==> src/rtl/imem_loader.sv <==
// Instruction memory loader: fills a DEPTH x 32 store from a
// valid/ready word stream and serves registered reads to the CPU.
`timescale 1ns/1ps
module imem_loader #(
  parameter int DEPTH = 32,
  parameter int AW    = 5
) (
  input  logic          clk,
  input  logic          rst,
  input  logic          start,
  input  logic          in_valid,
  input  logic [31:0]   in_data,
  input  logic          in_last,
  output logic          in_ready,
  input  logic [9:0]    PCaddr,
  output logic [31:0]   instruction,
  output logic          cpu_hold,
  output logic          load_done,
  output logic [AW:0]   word_count,
  output logic          overflow_err
);

  typedef enum logic [1:0] {
    S_IDLE,
    S_LOAD,
    S_DONE
  } state_t;

  localparam logic [AW:0] LP_LAST = (AW+1)'(DEPTH - 1);
  localparam logic [AW:0] LP_ONE  = (AW+1)'(1);

  state_t      r_state;
  state_t      w_next;
  logic [31:0] r_mem [DEPTH];
  logic [AW:0] r_cnt;
  logic [AW:0] w_cnt_nxt;
  logic        r_ovf;
  logic        w_ovf_nxt;
  logic        w_xfer;
  logic        w_full;
  logic        w_in_range;
  logic [31:0] r_instr;

  assign w_full       = (r_cnt == LP_LAST);
  assign w_in_range   = (PCaddr[9:AW] == '0);
  assign word_count   = r_cnt;
  assign overflow_err = r_ovf;
  assign instruction  = r_instr;

  // Next-state, counter/flag update and state-decoded outputs
  always_comb begin
    w_next    = r_state;
    w_cnt_nxt = r_cnt;
    w_ovf_nxt = r_ovf;
    w_xfer    = 1'b0;
    in_ready  = 1'b0;
    cpu_hold  = 1'b1;
    load_done = 1'b0;
    unique case (r_state)
      S_IDLE: begin
        if (start) begin
          w_next    = S_LOAD;
          w_cnt_nxt = '0;
        end
      end
      S_LOAD: begin
        in_ready = 1'b1;
        w_xfer   = in_valid;
        if (in_valid) begin
          w_cnt_nxt = r_cnt + LP_ONE;
          if (in_last) begin
            w_next = S_DONE;
          end else if (w_full) begin
            w_next    = S_DONE;
            w_ovf_nxt = 1'b1;
          end
        end
      end
      S_DONE: begin
        cpu_hold  = 1'b0;
        load_done = 1'b1;
        if (start) begin
          w_next    = S_LOAD;
          w_cnt_nxt = '0;
          w_ovf_nxt = 1'b0;
        end
      end
      default: begin
        w_next = S_IDLE;
      end
    endcase
  end

  // Control state: FSM, word counter and sticky overflow flag
  always_ff @(posedge clk or posedge rst) begin
    if (rst) begin
      r_state <= S_IDLE;
      r_cnt   <= '0;
      r_ovf   <= 1'b0;
    end else begin
      r_state <= w_next;
      r_cnt   <= w_cnt_nxt;
      r_ovf   <= w_ovf_nxt;
    end
  end

  // Storage write; no reset so contents survive reloads and resets
  always_ff @(posedge clk) begin
    if (w_xfer) begin
      r_mem[r_cnt[AW-1:0]] <= in_data;
    end
  end

  // Registered read; out-of-range addresses return zero
  always_ff @(posedge clk or posedge rst) begin
    if (rst) begin
      r_instr <= '0;
    end else if (w_in_range) begin
      r_instr <= r_mem[PCaddr[AW-1:0]];
    end else begin
      r_instr <= '0;
    end
  end

endmodule

==> config.mk <==
export PLATFORM = sky130hd
export DESIGN_NAME = imem_loader
export DESIGN_NICKNAME = d
export VERILOG_FILES = /design/src/rtl/imem_loader.sv
export SDC_FILE = /design/constraint.sdc
export NUM_CORES = 1
export LEC_CHECK = 0
export CORE_MARGIN = 3
export CORE_UTILIZATION = 55
export CTS_CLUSTER_DIAMETER = 100
export DETAILED_ROUTE_END_ITERATION = 16
export PLACE_DENSITY = 0.75
export SYNTH_ARGS = -nofsm -noshare
export SYNTH_HDL_FRONTEND = slang
export SYNTH_SLANG_ARGS = --single-unit
==> constraint.sdc <==
create_clock -name clk -period 3 [get_ports clk]
set_input_delay 0.6 -clock clk [delete_from_list [all_inputs] [get_ports clk]]
set_output_delay 0.6 -clock clk [all_outputs]
set_load 0.01 [all_outputs]
==> results of run 1 <==
==> kinds of logic (layout without fill, tap and decap cells) <==
logic type,after synthesis,after routing,share of synthesized area
buf+inv,108,444,0.0178
compound gates,159,159,0.0298
xor+xnor,3,3,0.000648
fa+ha+maj,4,4,0.00123
flops,1065,1065,0.784
other cells,0,1,0
mux,352,352,0.156
simple gates,94,94,0.0103
==> metrics by stage <==
step,setup slack [ns],util,hold slack (ns),std cells,power [W]
final,0.492,0.655,0.388,3072,0.0318
after global routing,0.405,0.655,0.402,3071,0.0327
after CTS,0.478,0.655,0.377,3071,0.0320
after detailed placement,0.310,0.607,0.516,2879,0.0189
after global placement,0.338,0.607,0.491,2879,0.0189
after floorplan,0.0281,-,0.544,1785,0.0179
==> area by class of cell <==
cell class | count | area share
multi-input combinational | 612 | 0.176
clock buffer | 130 | 0.0593
antenna | 1 | 0.0000529
tap | 950 | 0.0251
clock inverter | 62 | 0.0142
sequential | 1065 | 0.671
timing repair buffer | 246 | 0.0537
inverter | 6 | 0.000502
==> worst max path at each step <==
| stage | cells after the start | slack (ns) | endpoint | from |
|---|---|---|---|---|
| after floorplan | 4 | 0.03 | r_mem[15][0]$_DFFE_PP_ | in_valid |
| after global placement | 7 | 0.34 | instruction[8]$_DFF_PP0_ | PCaddr[1] |
| after detailed placement | 7 | 0.31 | instruction[8]$_DFF_PP0_ | PCaddr[1] |
| after CTS | 1 | 0.48 | word_count[2] | word_count[2]$_DFFE_PP0P_ |
| after global routing | 3 | 0.40 | cpu_hold | r_state[0]$_DFFE_PP0P_ |
| final | 1 | 0.49 | word_count[2] | word_count[2]$_DFFE_PP0P_ |
==> worst register-to-register path: stages, from the launching register on <==
cell,delay (ns)
sky130_fd_sc_hd__dfrtp_1,0.62
sky130_fd_sc_hd__nand3_1,0.55
sky130_fd_sc_hd__nor2_4,0.30
sky130_fd_sc_hd__buf_4,0.32
==> flip-flops by register name, summed over array words and instances (netlist names) <==
signal / cells
r_state: 2
overflow_err: 1
word_count: 6
instruction: 32
r_mem: 1024
==> layer usage <==
layer / track usage / vias to the layer above / routed length (um)
met4: 0.106 / 4 / 4260
li1: - / 8104 / -
met3: 0.0491 / 201 / 9150
met2: 0.416 / 1216 / 48900
met1: 0.353 / 10600 / 36000
met5: 0 / - / 27
==> power breakdown <==
part,switching [W],internal [W]
clock network,0.00535,0.00782
logic,0.00120,0.000770
registers,0.0000948,0.0166
total,0.00664,0.0251
==> synthesized netlist by cell type, types with 2 or more instances <==
| library cell | n | share of area |
|---|---|---|
| sky130_fd_sc_hd__nand2b_1 | 2 | 0.00031 |
| sky130_fd_sc_hd__mux4_2 | 219 | 0.12 |
| sky130_fd_sc_hd__nand3b_1 | 3 | 0.00056 |
| sky130_fd_sc_hd__clkbuf_1 | 32 | 0.0030 |
| sky130_fd_sc_hd__nor2b_1 | 4 | 0.00062 |
| sky130_fd_sc_hd__mux2i_1 | 128 | 0.032 |
| sky130_fd_sc_hd__mux4_1 | 5 | 0.0032 |
| sky130_fd_sc_hd__a221o_1 | 32 | 0.0079 |
| sky130_fd_sc_hd__a22oi_1 | 32 | 0.0059 |
| sky130_fd_sc_hd__xor2_1 | 2 | 0.00043 |
| sky130_fd_sc_hd__buf_12 | 2 | 0.00099 |
| sky130_fd_sc_hd__buf_4 | 23 | 0.0043 |
| sky130_fd_sc_hd__nand2_1 | 28 | 0.0026 |
| sky130_fd_sc_hd__nor3_1 | 2 | 0.00025 |
| sky130_fd_sc_hd__o21ai_1 | 11 | 0.0014 |
| sky130_fd_sc_hd__buf_6 | 21 | 0.0058 |
| sky130_fd_sc_hd__inv_1 | 6 | 0.00056 |
| sky130_fd_sc_hd__nand3_1 | 3 | 0.00037 |
| sky130_fd_sc_hd__o2111ai_1 | 9 | 0.0019 |
| sky130_fd_sc_hd__a221oi_1 | 23 | 0.0050 |
| sky130_fd_sc_hd__or3_1 | 2 | 0.00031 |
| sky130_fd_sc_hd__ha_1 | 4 | 0.0012 |
| sky130_fd_sc_hd__a31oi_1 | 32 | 0.0049 |
| sky130_fd_sc_hd__buf_2 | 23 | 0.0028 |
| sky130_fd_sc_hd__nor2_1 | 43 | 0.0040 |
| sky130_fd_sc_hd__dfrtp_1 | 41 | 0.025 |
| sky130_fd_sc_hd__o21ai_0 | 15 | 0.0019 |
| sky130_fd_sc_hd__edfxtp_1 | 1024 | 0.76 |
==> implementation parameters, run 1 <==
Parameter                              Value

GRT
  Pin count of the biggest net entering global routing ... 39
  Number of global-route vias before repair ... 20600
  Antenna violations before repair ... 3
  Global-route wire length before repair ... 144000 um
  Global-route total usage across every layer ... 0.258
  Grt ovf ... 0

Timing
  Headroom to the max-slew limit ... 0.185
  Post-route setup TNS ... 0 ns
  Worst setup skew after layout ... 0.0285 ns
  Final Slew Violations ... 0
  Max Fclk ... 0.399 GHz
  Setup Viol. Count Final ... 0
  Setup repair after global routing missed its margin ... false
  Post-layout min period ... 2.51 ns
  Hold Violations, Final ... 0
  Final period util ... 0.836
  Actual transition at the worst max-transition pin ... 1.22 ns

Floorplan
  Number of top-level design ports ... 89
  Die H ... 278 um
  Initial core utilization ... 0.561
  Placement row count ... 98
  Width of the chip ... 278 um
  Core region area ... 72200 um^2
  Die area ... 77000 um^2

Synthesis
  Gate count of the mapped netlist ... 1785
  FF+latch count, synth ... 1065
  Cell area after synthesis ... 40500 um^2
  Number of warnings reported in the yosys synthesis log ... 0
  Distinct cell type count of the synthesized netlist ... 42
  Number of synthesized flops with an enable pin ... 1024
  Mean cell area of the mapped netlist ... 22.7 um^2
  Share of flip-flops with an asynchronous set or reset ... 0.0385
  Syn Nets ... 1836
  Leading register cell type out of synthesis ... sky130_fd_sc_hd__edfxtp_1
  Post-synthesis sequential area ratio ... 0.784

Hold path
  Hold Path Class ... input port to async pin

Worst setup path
  FF-to-FF End ... r_mem[29][9]$_DFFE_PP_
  Largest stage delay on the critical path ... 0.64 ns
  Path depth of the worst reg2reg path ... 3
  Start of the worst register-to-register path ... word_count[2]$_DFFE_PP0P_
  Critical path peak fanout ... 12
  Worst Path Arrival ... 1.91 ns
  Worst setup slack for register-to-register paths ... 0.84 ns
  Crit path kind ... register to primary output
  Crit end category ... primary output
  Crit start category ... register
  Gate family responsible for the most delay along the worst path ... buffers and inverters
  Required time at the worst-slack endpoint ... 2.40 ns
  Number of buffer and inverter instances along the worst setup path ... 1
  Slowest library cell on the worst path ... sky130_fd_sc_hd__clkdlybuf4s50_1
  Cells along the critical path ... clkdlybuf4s50_1

Clock tree
  Post-CTS Resized ... 0
  Post-CTS repair timing setup buffer count ... 0
  Bufs on Longest Clock Path ... 3
  Clk sink count ... 1065
  Clock root cell ... sky130_fd_sc_hd__clkbuf_16
  Clock latency reported for the late side of the worst-skew pair ... 0.65 ns
  Clock slew at reported path FFs ... 0.06 ns
  Number of buffers created by CTS ... 103
  TritonCTS clock tree ... built
  CTS H-tree depth ... 3
  Hold buffer count at CTS ... 0

Routing
  DRC violation count after routing ... 0
  DR vias/cell ... 6.54
  DRT Pass-1 Iters ... 6
  Final ANT Viol Nets ... 0
  Drt first-iter violations ... 2594
  Total vias in the final route ... 20100
  Wirelength, routed ... 98400 um
  Post-DR wirelength/cell ... 32.0 um

Final layout
  Layout area overhead ... 16.7%
  Ratio of cells with drive above 1 in the final layout ... 0.272
  Register area ... 31800 um^2
  Fillers ... 4449
  Final std cell area, no fill ... 47300 um^2
  Most frequent cells in the layout ... sky130_fd_sc_hd__edfxtp_1, sky130_fd_sc_hd__mux4_2, sky130_fd_sc_hd__mux2i_1, sky130_fd_sc_hd__buf_4, sky130_fd_sc_hd__clkbuf_16
  Multi-input gate area in the final layout ... 8320 um^2
  Net count, final ... 2085
  Commonest non-fill, non-tap cell in the layout ... sky130_fd_sc_hd__edfxtp_1

Placement
  Cell area after placement ... 43800 um^2
  PortBufs ... 88
  GP Congestion ... 0.831
  Placed wire-length estimate after detailed placement ... 58500 um

Pwr
  Leak ... 15.4 nW
  Power per standard cell area ... 672 nW/um^2
  VDD IR-drop max ... 0.581 mV

Run
  Number of violations of the max-capacitance limit ... 0

Run status
  Status ... finished clean
Note: power is estimated with default switching activity, not from simulation.
==> run 2, diff against run 1 <==
--- a/config.mk
+++ b/config.mk
@@ -9,7 +9,7 @@
 export CORE_UTILIZATION = 55
 export CTS_CLUSTER_DIAMETER = 100
 export DETAILED_ROUTE_END_ITERATION = 16
-export PLACE_DENSITY = 0.75
+export PLACE_DENSITY = 0.72
 export SYNTH_ARGS = -nofsm -noshare
 export SYNTH_HDL_FRONTEND = slang
 export SYNTH_SLANG_ARGS = --single-unit
==> constraint.sdc (replaced) <==
create_clock -name clk -period 2.4 [get_ports clk]
set_input_delay 0.48 -clock clk [delete_from_list [all_inputs] [get_ports clk]]
set_output_delay 0.48 -clock clk [all_outputs]
set_load 0.01 [all_outputs]
==> run 2 against run 1 <==
Sequential share of layout area decreased by 1.5 points. Clock power increased by 22%. Die area unchanged. Hold slack got worse by 0.20 ns. First-iteration DRC count decreased by 13%. Clock skew decreased by 0.0034 ns. Critical path depth unchanged. Flip-flop and latch count unchanged. Core utilization increased by 1.5 points. Non-clock buffer count increased by 66. Sequential power increased by 25%. Register-to-register slack got worse by 0.39 ns. Largest power group unchanged.
==> implementation parameters, run 2 (synthesis results as in run 1) <==
Parameter                              Value

Worst setup path
  Slowest library cell on the worst path ... sky130_fd_sc_hd__clkdlybuf4s50_1
  Worst setup path start ... instruction[30]$_DFF_PP0_
  Number of buffer and inverter instances along the worst setup path ... 1
  Crit start category ... register
  Cells along the critical path ... clkdlybuf4s50_1
  Largest stage delay on the critical path ... 0.64 ns
  Gate family responsible for the most delay along the worst path ... buffers and inverters
  Worst Path Arrival ... 1.91 ns
  Critical path peak fanout ... 1
  Start of the worst register-to-register path ... r_mem[30][14]$_DFFE_PP_
  Crit end category ... primary output
  Crit path kind ... register to primary output
  Required time at the worst-slack endpoint ... 1.92 ns

GRT
  Grt ovf ... 0
  Global-route wire length before repair ... 147000 um
  Number of global-route vias before repair ... 20700
  Global-route total usage across every layer ... 0.266
  Antenna violations before repair ... 0
  Pin count of the biggest net entering global routing ... 46

Timing
  Final Slew Violations ... 0
  Hold Violations, Final ... 0
  Setup repair after global routing missed its margin ... false
  Post-layout min period ... 2.39 ns
  Setup Viol. Count Final ... 0
  Worst setup skew after layout ... 0.0251 ns
  Final period util ... 0.995
  Actual transition at the worst max-transition pin ... 1.21 ns
  Worst Setup Slack, final ... 0.0125 ns
  Headroom to the max-slew limit ... 0.190
  Max Fclk ... 0.419 GHz

Placement
  Dpl cells ... 2945
  GP Congestion ... 0.858
  Cell area after placement ... 45000 um^2
  PortBufs ... 88
  Placed wire-length estimate after detailed placement ... 61500 um
  Worst setup timing slack at the placement stage ... -0.458 ns

Clock tree
  CTS H-tree depth ... 3
  TritonCTS clock tree ... built
  Number of buffers created by CTS ... 103
  Clock root cell ... sky130_fd_sc_hd__clkbuf_16
  Clock slew at reported path FFs ... 0.06 ns
  Bufs on Longest Clock Path ... 3
  Clock latency reported for the late side of the worst-skew pair ... 0.66 ns
  Clk sink count ... 1065

Pwr
  Net switching fraction of the power ... 0.211
  Combinational group share of total power ... 0.068
  Leak ... 15.8 nW
  Sequential group share of total power ... 0.526
  Power per standard cell area ... 818 nW/um^2
  Net Switching ... 0.00835 W
  VDD IR-drop max ... 0.661 mV
  Clock group share of total power ... 0.406
  Internal portion of total power ... 0.0313 W

Run status
  Status ... finished clean

Final layout
  Final std cell area, no fill ... 48400 um^2
  Final instance count without filler cells ... 3137
  Commonest non-fill, non-tap cell in the layout ... sky130_fd_sc_hd__edfxtp_1
  Net count, final ... 2151
  Fillers ... 4404
  Post-layout util ... 0.670
  Ratio of cells with drive above 1 in the final layout ... 0.293
  Number of flip-flops in the largest register ... 1024
  Antenna diode count ... 0
  Most frequent cells in the layout ... sky130_fd_sc_hd__edfxtp_1, sky130_fd_sc_hd__mux4_2, sky130_fd_sc_hd__buf_4, sky130_fd_sc_hd__mux2i_1, sky130_fd_sc_hd__clkbuf_16
  Layout area overhead ... 19.4%

Floorplan
  Number of top-level design ports ... 89
  Die H ... 278 um
  Placement row count ... 98
  Die area ... 77000 um^2
  Width of the chip ... 278 um
  Initial core utilization ... 0.561
  Core region area ... 72200 um^2

Routing
  Wirelength, routed ... 101000 um
  Total vias in the final route ... 20200
  Final ANT Viol Nets ... 0
  DR vias/cell ... 6.43
  DRC violation count after routing ... 0
  Drt first-iter violations ... 2252
  Post-DR wirelength/cell ... 32.2 um
  DRT Pass-1 Iters ... 5

Hold path
  Hold Path Class ... input port to async pin

Run
  Number of violations of the max-capacitance limit ... 0
## run 2: cell types whose count changed in the layout (fill, tap and decap cells not counted), moves of 3 or more
| cell | previous run | this run |
|---|---|---|
| sky130_fd_sc_hd__clkinv_1 | 20 | 23 |
| sky130_fd_sc_hd__dfrtp_1 | 41 | 38 |
| sky130_fd_sc_hd__dfrtp_2 | 0 | 3 |
| sky130_fd_sc_hd__buf_12 | 38 | 93 |
| sky130_fd_sc_hd__buf_4 | 121 | 132 |
| sky130_fd_sc_hd__clkinv_4 | 3 | 0 |
| sky130_fd_sc_hd__bufinv_16 | 14 | 11 |
## run 2: final cells by class
type,count,area [um^2],area share
sequential,1065,31800,0.656
multi-input combinational,612,8320,0.172
timing repair buffer,312,3720,0.0769
clock buffer,133,2820,0.0581
tap,950,1190,0.0245
clock inverter,59,566,0.0117
inverter,6,23.8,0.000491
## run 2: what timing repair did
| item | 4_1_cts | 5_1_grt |
|---|---|---|
| setup buffers | 0 | 0 |
| resized for setup | 2 | 2 |
| hold buffers | 0 | 0 |
| pin swaps | 0 | 0 |
| endpoints found under the setup margin | 2 | 2 |
## run 2: final timing paths
kind                                        endpoint  slack, ns  cells after the start
min in group clk           instruction[13]$_DFF_PP0_       0.30                      3
max                                  instruction[30]       0.01                      1
min reg2reg                 overflow_err$_DFFE_PP0P_       0.51                      1
max in group asynchronous  instruction[16]$_DFF_PP0_       1.58                      3
max reg2reg                instruction[14]$_DFF_PP0_       0.45                      3
min                        instruction[11]$_DFF_PP0_       0.19                      2
## run 2: per-stage QoR
stage	hold WS (ns)	total power, W	setup TNS (ns)
6_report	0.187	0.0396	0
5_1_grt	0.188	0.0407	0
4_1_cts	0.162	0.0398	0
3_5_place_dp	0.497	0.0239	-1.89
3_3_place_gp	0.494	0.0238	-2.00
2_1_floorplan	0.544	0.0224	-418.81
## run 2: power groups by stage
stage	clock, W	sequential [W]	combinational, W
floorplan	0	0.0212	0.00125
global placement	0	0.0212	0.00264
detailed placement	0	0.0212	0.00269
CTS	0.0163	0.0208	0.00271
global route	0.0170	0.0208	0.00284
finish	0.0161	0.0208	0.00269
## run 2: per-layer routing
| layer | global-route usage | share of wire | wire length [um] |
|---|---|---|---|
| met3 | 0.0478 | 0.081 | 8220 |
| met2 | 0.439 | 0.51 | 51100 |
| met4 | 0.100 | 0.041 | 4150 |
| met1 | 0.359 | 0.37 | 37500 |
| met5 | 0 | 0 | 0 |
==> run 3, diff against run 2 <==
--- a/config.mk
+++ b/config.mk
@@ -10,6 +10,7 @@
 export CTS_CLUSTER_DIAMETER = 100
 export DETAILED_ROUTE_END_ITERATION = 16
 export PLACE_DENSITY = 0.72
+export RECOVER_POWER = 100
 export SYNTH_ARGS = -nofsm -noshare
 export SYNTH_HDL_FRONTEND = slang
 export SYNTH_SLANG_ARGS = --single-unit
==> run 3 against run 2 <==
Maximum frequency down 0.84%. Core utilization down 1.0 points. Clock power about the same. Highest routed layer unchanged. Worst setup slack got worse by 0.020 ns. Largest cell class unchanged. The flow now finishes with violations (max-capacitance violations, max-slew violations, negative setup slack). Clock-buffer cell count stayed put. Sequential share of layout area rose by 1.0 points. Critical path depth is 6 higher. Flip-flop and latch count stayed put.
==> implementation parameters, run 3 (synthesis results as in run 1) <==
Parameter                              Value

GRT
  Number of global-route vias before repair ... 20700
  Grt ovf ... 0
  Pin count of the biggest net entering global routing ... 46
  Antenna violations before repair ... 2
  Global-route wire length before repair ... 147000 um
  Global-route total usage across every layer ... 0.266

Routing
  Wirelength, routed ... 101000 um
  Drt first-iter violations ... 2431
  DRT Pass-1 Iters ... 5
  DR vias/cell ... 6.45
  DRC violation count after routing ... 0
  Final ANT Viol Nets ... 0
  Post-DR wirelength/cell ... 32.2 um
  Total vias in the final route ... 20200

Worst setup path
  Path depth of the worst reg2reg path ... 6
  Crit start category ... input port
  Worst setup path start ... PCaddr[0]
  Required time at the worst-slack endpoint ... 2.89 ns
  Crit path kind ... input port to register
  Critical path peak fanout ... 22
  Worst setup slack for register-to-register paths ... 0.11 ns
  Worst Path Arrival ... 2.90 ns
  Capturing instance or port of the critical path ... instruction[14]$_DFF_PP0_
  FF-to-FF End ... r_mem[10][3]$_DFFE_PP_
  Crit end category ... register
  Start of the worst register-to-register path ... r_state[0]$_DFFE_PP0P_

Placement
  PortBufs ... 88
  Placed wire-length estimate after detailed placement ... 61500 um
  GP Congestion ... 0.858
  Cell area after placement ... 45000 um^2
  Dpl cells ... 2945

Floorplan
  Core region area ... 72200 um^2
  Placement row count ... 98
  Initial core utilization ... 0.561
  Width of the chip ... 278 um
  Number of top-level design ports ... 89
  Die H ... 278 um
  Die area ... 77000 um^2

Timing
  Final period util ... 1.00
  Headroom to the max-slew limit ... -0.157
  Post-layout min period ... 2.41 ns
  Actual transition at the worst max-transition pin ... 1.74 ns
  Setup repair after global routing missed its margin ... false
  Worst hold slack ... 0.300 ns
  Hold Violations, Final ... 0
  Worst Setup Slack, final ... -0.00760 ns
  Worst setup skew after layout ... 0.0267 ns
  Setup Viol. Count Final ... 1
  Final Slew Violations ... 594
  Max Fclk ... 0.415 GHz

Run status
  Failing checks ... max-capacitance violations, max-slew violations, negative setup slack
  Status ... complete, but fails checks

Clock tree
  Clock root cell ... sky130_fd_sc_hd__clkbuf_16
  Bufs on Longest Clock Path ... 3
  Number of buffers created by CTS ... 103
  CTS H-tree depth ... 3
  Post-CTS repair timing setup buffer count ... 0
  Clk sink count ... 1065
  TritonCTS clock tree ... built
  Clock latency reported for the late side of the worst-skew pair ... 0.66 ns
  Clock slew at reported path FFs ... 0.06 ns

Final layout
  Final std cell area, no fill ... 47700 um^2
  Ratio of cells with drive above 1 in the final layout ... 0.262
  Final instance count without filler cells ... 3137
  Layout area overhead ... 17.6%
  Fillers ... 4523
  Number of flip-flops in the largest register ... 1024
  Net count, final ... 2151
  Most frequent cells in the layout ... sky130_fd_sc_hd__edfxtp_1, sky130_fd_sc_hd__mux4_2, sky130_fd_sc_hd__mux2i_1, sky130_fd_sc_hd__clkbuf_16, sky130_fd_sc_hd__buf_4
  Antenna diode count ... 0
  Commonest non-fill, non-tap cell in the layout ... sky130_fd_sc_hd__edfxtp_1
  Post-layout util ... 0.660

Pwr
  Power per standard cell area ... 828 nW/um^2
  Leak ... 15.7 nW
  VDD IR-drop max ... 0.661 mV

Run
  Number of violations of the max-capacitance limit ... 18

Hold path
  Hold Path Class ... input port to register
[run 3: what timing repair did]
action	CTS	global route
resized for setup	2	2
pin swaps	0	0
setup endpoints to repair	2	2
cloned	0	0
hold buffers	0	0
[run 3: worst min path at each step]
| stage | start | end | slack [ns] | cells after the start |
|---|---|---|---|---|
| 6_report | PCaddr[3] | instruction[13]$_DFF_PP0_ | 0.30 | 3 |
| 5_1_grt | PCaddr[3] | instruction[13]$_DFF_PP0_ | 0.28 | 3 |
| 4_1_cts | rst | instruction[11]$_DFF_PP0_ | 0.16 | 2 |
| 3_5_place_dp | overflow_err$_DFFE_PP0P_ | overflow_err$_DFFE_PP0P_ | 0.50 | 1 |
| 3_3_place_gp | overflow_err$_DFFE_PP0P_ | overflow_err$_DFFE_PP0P_ | 0.49 | 1 |
| 2_1_floorplan | overflow_err$_DFFE_PP0P_ | overflow_err$_DFFE_PP0P_ | 0.54 | 1 |
[run 3: worst max-delay path, stage by stage]
cell and delay [ns]:
sky130_fd_sc_hd__clkbuf_2 0.39, sky130_fd_sc_hd__buf_12 0.34, sky130_fd_sc_hd__buf_4 0.16, sky130_fd_sc_hd__and2_0 0.13
sky130_fd_sc_hd__buf_2 0.33, sky130_fd_sc_hd__a22oi_1 0.80, sky130_fd_sc_hd__a31oi_1 0.22
[run 3: where the power goes]
group	switching [W]	internal [W]	total [W]
sequential	0.000126	0.0207	0.0208
combinational	0.00150	0.00101	0.00252
clock	0.00668	0.00943	0.0161
total	0.00831	0.0312	0.0395
[run 3: layout make-up]
class                           count  area, um^2  share of cell area
Multi-Input combinational cell    612        8110               0.170
Tap cell                          950        1190              0.0249
Inverter                            6        23.8            0.000499
Sequential cell                  1065       31800               0.667
Timing Repair Buffer              312        3180              0.0668
Clock inverter                     59         566              0.0119
Clock buffer                      133        2820              0.0591
[run 3: through the flow]
step | power [W] | TNS [ns] | setup slack (ns)
final | 0.0395 | -0.00760 | -0.00760
after global routing | 0.0406 | 0 | 0.0187
after CTS | 0.0398 | 0 | 0.00992
after detailed placement | 0.0239 | -1.89 | -0.458
after global placement | 0.0238 | -2.00 | -0.456
after floorplan | 0.0224 | -418.81 | -0.467
[run 3: routing by layer]
layer	routed length [um]	up-vias	GRT usage
li1	-	8240	-
met1	37600	10700	0.359
met2	51000	1069	0.439
met3	8150	190	0.0478
met4	4340	0	0.100
met5	0	-	0
